## src/rtl/stb_delay_sweep.sv

```systemverilog
// Equivalent-time strobe delay sweep: replays each strobe edge after delay D, stepping D by S every N hits until D+S >= P.
// dstb_o lands 1+D cycles after the edge; no backpressure, edges arriving while a delay is pending are dropped and flagged on err_o.
module stb_delay_sweep #(
  parameter int T_CNT_WIDTH   = 32,
  parameter int HIT_CNT_WIDTH = 16
) (
  input  logic                     clk_i,
  input  logic                     arst_ni,
  input  logic                     stb_i,
  input  logic                     period_vld_i,
  input  logic [T_CNT_WIDTH-1:0]   stb_period_i,
  input  logic                     start_i,
  input  logic [T_CNT_WIDTH-1:0]   step_i,
  input  logic [HIT_CNT_WIDTH-1:0] hits_i,
  output logic                     dstb_o,
  output logic [T_CNT_WIDTH-1:0]   delay_o,
  output logic                     step_done_o,
  output logic                     busy_o,
  output logic                     done_o,
  output logic                     err_o
);

  typedef enum logic [1:0] {IDLE, RUN, DONE} state_t;

  state_t                   state_q;
  logic                     stb_prev;
  logic [T_CNT_WIDTH-1:0]   period_q;
  logic [T_CNT_WIDTH-1:0]   step_q;
  logic [HIT_CNT_WIDTH-1:0] hits_q;
  logic [HIT_CNT_WIDTH-1:0] hit_cnt;
  logic [T_CNT_WIDTH-1:0]   dly_cnt;

  logic                     stb_edge;
  logic                     start_ok;
  logic                     acct;
  logic [HIT_CNT_WIDTH-1:0] hit_inc;
  logic                     hit_full;
  logic [HIT_CNT_WIDTH-1:0] hit_nxt;
  logic                     step_nxt;
  logic [T_CNT_WIDTH:0]     d_sum;
  logic                     sweep_end;
  logic                     leave_run;

  always_comb begin
    stb_edge  = stb_i & ~stb_prev;
    start_ok  = period_vld_i && (stb_period_i != '0) && (step_i != '0);
    // hit accounting happens in the cycle the delayed strobe is visible
    acct      = (state_q == RUN) && dstb_o;
    hit_inc   = hit_cnt + HIT_CNT_WIDTH'(1);
    hit_full  = (hit_inc == hits_q);
    hit_nxt   = acct ? (hit_full ? '0 : hit_inc) : hit_cnt;
    step_nxt  = ((hit_nxt + HIT_CNT_WIDTH'(1)) == hits_q);
    d_sum     = {1'b0, delay_o} + {1'b0, step_q};
    sweep_end = (d_sum >= {1'b0, period_q});
    leave_run = acct && hit_full && sweep_end;
  end

  always_ff @(posedge clk_i or negedge arst_ni) begin
    if (!arst_ni) begin
      state_q     <= IDLE;
      stb_prev    <= 1'b0;
      period_q    <= '0;
      step_q      <= '0;
      hits_q      <= '0;
      hit_cnt     <= '0;
      dly_cnt     <= '0;
      dstb_o      <= 1'b0;
      delay_o     <= '0;
      step_done_o <= 1'b0;
      busy_o      <= 1'b0;
      done_o      <= 1'b0;
      err_o       <= 1'b0;
    end else begin
      stb_prev    <= stb_i;
      dstb_o      <= 1'b0;
      step_done_o <= 1'b0;
      case (state_q)
        IDLE, DONE: begin
          if (start_i) begin
            if (start_ok) begin
              period_q <= stb_period_i;
              step_q   <= step_i;
              hits_q   <= (hits_i == '0) ? HIT_CNT_WIDTH'(1) : hits_i;
              delay_o  <= '0;
              hit_cnt  <= '0;
              dly_cnt  <= '0;
              err_o    <= 1'b0;
              done_o   <= 1'b0;
              busy_o   <= 1'b1;
              state_q  <= RUN;
            end else begin
              err_o    <= 1'b1;
              done_o   <= 1'b0;
              state_q  <= IDLE;
            end
          end
        end
        RUN: begin
          if (!period_vld_i) begin
            state_q <= IDLE;
            err_o   <= 1'b1;
            busy_o  <= 1'b0;
            done_o  <= 1'b0;
            dly_cnt <= '0;
          end else begin
            if (acct) begin
              hit_cnt <= hit_nxt;
              if (hit_full && !sweep_end) begin
                delay_o <= d_sum[T_CNT_WIDTH-1:0];
              end
            end
            if (leave_run) begin
              // delay_o keeps the last delay point actually used
              state_q <= DONE;
              busy_o  <= 1'b0;
              done_o  <= 1'b1;
              dly_cnt <= '0;
            end else if (dly_cnt != '0) begin
              dly_cnt <= dly_cnt - T_CNT_WIDTH'(1);
              if (dly_cnt == T_CNT_WIDTH'(1)) begin
                dstb_o      <= 1'b1;
                step_done_o <= step_nxt;
              end
              if (stb_edge) begin
                err_o <= 1'b1;
              end
            end else if (stb_edge) begin
              // an edge sees the delay point in force before any update this cycle
              if (delay_o == '0) begin
                dstb_o      <= 1'b1;
                step_done_o <= step_nxt;
              end else begin
                dly_cnt <= delay_o;
              end
            end
          end
        end
        default: state_q <= IDLE;
      endcase
    end
  end

endmodule

```

## config.mk

```make
export PLATFORM = sky130hd
export DESIGN_NAME = stb_delay_sweep
export DESIGN_NICKNAME = d
export VERILOG_FILES = /design/src/rtl/stb_delay_sweep.sv
export SDC_FILE = /design/constraint.sdc
export NUM_CORES = 1
export LEC_CHECK = 0
export CELL_PAD_IN_SITES_DETAIL_PLACEMENT = 0
export CELL_PAD_IN_SITES_GLOBAL_PLACEMENT = 2
export CORE_MARGIN = 3
export CORE_UTILIZATION = 32
export CTS_CLUSTER_DIAMETER = 150
export CTS_CLUSTER_SIZE = 20
export DETAILED_ROUTE_END_ITERATION = 10
export GPL_TIMING_DRIVEN = 0
export PLACE_DENSITY = 0.86
export SLEW_MARGIN = 0
export SYNTH_ARGS = -nofsm -noshare
export SYNTH_HDL_FRONTEND = slang
export SYNTH_SLANG_ARGS = --single-unit
```

## constraint.sdc

```tcl
create_clock -name clk_i -period 4.9 [get_ports clk_i]
set_input_delay 0.735 -clock clk_i [delete_from_list [all_inputs] [get_ports clk_i]]
set_output_delay 0.735 -clock clk_i [all_outputs]
set_load 0.005 [all_outputs]
```

==> results.md <==
* Clock tree buffer depth at 2
* Syn_nets at ~1.4k
* Die Wd at approximately 200 microns
* F_max at approximately 200 MHz
* Failing checks: setup timing
* Hold Violations, Final at 0
* Wire length of the first global-routing pass at between 60,000 and 70,000 microns
* Routability Congestion at a little over 0.9
* Total CTS buffers at 17
* Layout cells sized above 1 at 17.6%
* Leak at about 6.3 nW
* Measured slew at the worst slew-check pin at slightly above 1000 ps
* Netlist Area Pre-Place at 11,500 sq um
* Placed Cells at around 1.9k
* Area delta synth->final at 30.1%
* Final Instance Area at roughly 15,000 sq um
* FF-to-FF Start: delay_o[4]$_DFFE_PN0P_
* Path depth of the worst reg2reg path at 23
* Ys flop type: dfrtp_1
* CP endpoint kind: register
* Total Wirelength at around 41,000 microns
* Hold buffers post-CTS at 0
* Final HPWL DP at 30,800 microns
* Final total power at around 0.0055 W
* Final Cycle Share at 102%
* Final worst path period need at roughly 5000 ps
* Worst min-delay path category: in -> async
* Non-filler cells, final at 1,940
* Number of synthesized flops with an enable pin at 0
* DRC at 0
* Setup Skew at between 10 and 15 ps
* Crit-path max cell delay at 440 ps
* Fillers at between 3k and 4k
* H-tree levels at 4
* CP required at around 5300 ps
* Multi-input logic area at roughly 7300 sq um
* PD cells at about 370 nW/um^2
* Cell breakdown of the critical path: ha_4 > a21o_1 > a21oi_2 > o22ai_2 > o21a_2 > o2bb2ai_4 > o31a_1 > o41ai_2 > nor2_1 > a2111oi_4 > xnor2_2 > ha_2 > nand4_1 > nor2_2 > o21ai_1 > o41a_1 > a31oi_1 > a41o_2 > buf_8 > o22ai_4 > clkbuf_8 > nand2_1 > o21ai_0
* R2R Path End: dly_cnt[28]$_DFFE_PN0P_
* Final ANT Viol Nets at 0
* RSZ-0062 raised after global routing: yes
* Worst Path Max Fanout at 8
* Post-synth top cells: dfrtp_1, nand2_1, o21ai_0
* Register area share after synthesis at about 37%
* Syn Inst Count at between 1k and 1.5k
* Fin nets at 1,627
* Critical Path Start Type: register
* Critical path type: reg -> reg
* CP max-delay cell: dfrtp_2
* Slew headroom at between 30% and 40%
* PortBufs at ~120
* DR iter-0 viols at slightly below 700
* Core Box Area at 34,900 sq um
* PnR worst setup slack at -82.6 ps
* Skew-Pair Late Insertion Delay at ~450 ps
* Vias in the first global route at about 11k
* Top-count cell post-synth: dfrtp_1
* Post-synthesis register bit count at 168
* Tot GR Track Use at between 20% and 30%
* Pin count of the biggest net entering global routing at 92
* Synth top area share at between 30% and 40%
* Placed Instance Area at between 10,000 and 15,000 sq um
* Peak VDD IR at between 0.2 and 0.3 mV
* Worst EP arrival at approximately 5400 ps
* Slew Limit Fails at 0
* Avg WL per Cell at around 21 microns
* Drt first pass iters at 5
* CTS tree: done
* R2R Setup Slk at -80 ps
* Vias after detailed routing at about 11k
* Yosys top cell by area: dfrtp_1
* Setup Viol. Count Final at 30
* Syn avg cell area at 8.88 sq um
* Sequential cell area at around 4200 sq um
* Initial antenna violation count at 0
* Clock slew at reported path FFs at 80 ps
* Die ar. at ~38,000 sq um
* Initial Util at 32.8%
* Max-cap violations at 0
* Synth async-reset ratio at 100%
* Final Util at between 40% and 50%
* FP Rows at 68
* Sink Count at 168
* YS warnings at 0
* Yosys cell types at 73
* Status: finished with violations
* Top Ports at 122
* Antenna cell count at 0
* Via density at around 5.6
* Total grt overflow at 0
* Chip Height at ~200 microns
* Root Buffer: clkbuf_16
* Top cells by area, synth: dfrtp_1, ha_1, mux2_2
[per-stage QoR]
| step | hold WS, ps | setup slack (ps) | TNS [ps] |
|---|---|---|---|
| after floorplan | 439 | 15.0 | 0 |
| after global placement | 470 | -4300 | -804990 |
| after detailed placement | 474 | -1650 | -82360 |
| after CTS | 283 | -86.5 | -584 |
| after global routing | 287 | -291 | -10340 |
| final | 244 | -82.6 | -1520 |
[what timing repair did]
| action | in CTS | in global routing |
|---|---|---|
| buffers inserted | 31 | 8 |
| pin swaps | 45 | 30 |
| endpoints found under the setup margin | 71 | 71 |
| gates resized for setup | 117 | 64 |
| hold endpoints to repair | 0 | 0 |
| cloned | 3 | 1 |
[power breakdown]
part | internal [W] | switching [W] | total (W) | leakage (nW)
clock network | 0.000681 | 0.000696 | 0.00138 | 0.283
logic | 0.000933 | 0.00139 | 0.00233 | 3.86
registers | 0.00161 | 0.000189 | 0.00180 | 2.15
[cell usage in the layout (no fill, tap or decap), types with 19 or more instances in the layout]
master and instances:
clkdlybuf4s50_1 120, o21ai_0 87, nor4_1 46, xnor2_1 52
mux2_2 50, nand2_1 106, buf_4 41, xor2_1 19
dfrtp_1 155, a21o_1 31, inv_1 70, ha_1 59
nor3_1 29, a22o_1 33, nand3_1 25, nand4_1 23
clkbuf_1 27, nor2_1 73, a21oi_1 69
[kinds of logic after synthesis]
logic type	share of synthesized area, %
compound gates	20.9
flops	36.7
xor+xnor	5.66
mux	5.44
fa+ha+maj	7.71
buf+inv	4.51
simple gates	19.1
[metal layers]
metal  share of wire, %  vias up  GRT usage, %  wire [microns]
met4                3.4        0          7.26            1380
li1                   -     5158             -               -
met2                 47      335          35.6           19400
met5                  0        -             0               0
met3                4.8       75          3.66            1970
met1                 44     5298          28.1           18200
[critical path: cells and delay by family (launching register included)]
family                   cells  cell delay [ps]
AO/OA/AOI/OAI               14             2930
AND/OR/NAND/NOR              4              360
XOR/XNOR                     1              190
flip-flops                   1              440
adder cells (fa/ha/maj)      2              580
buffers and inverters        2              400
[worst max-delay path by stage]
stage,start,end,slack [ps],depth (start not counted)
after floorplan,delay_o[4]$_DFFE_PN0P_,dly_cnt[3]$_DFFE_PN0P_,10,23
after global placement,arst_ni,delay_o[11]$_DFFE_PN0P_,-4300,1
after detailed placement,delay_o[0]$_DFFE_PN0P_,step_done_o$_DFF_PN0_,-1650,23
after CTS,step_q[12]$_DFFE_PN0P_,step_done_o$_DFF_PN0_,-90,22
after global routing,delay_o[1]$_DFFE_PN0P_,dly_cnt[24]$_DFFE_PN0P_,-290,23
final,delay_o[4]$_DFFE_PN0P_,dly_cnt[28]$_DFFE_PN0P_,-80,23
[area by class of cell]
type,count,area share [%]
Tap cell,455,3.82
Buffer,58,2.43
Clock inverter,15,1.05
Sequential cell,168,28.3
Inverter,70,1.76
Timing Repair Buffer,165,10.8
Clock buffer,17,2.85
Multi-Input combinational cell,992,49.0
[sequential cells by signal, summed over array words and instances, names as in the netlist]
register	count
busy_o	1
period_q	32
done_o	1
dstb_o	1
state_q	2
stb_prev	1
hit_cnt	16
hits_q	16
step_q	32
err_o	1
delay_o	32
dly_cnt	32
step_done_o	1
Note: power is estimated with default switching activity, not from simulation.
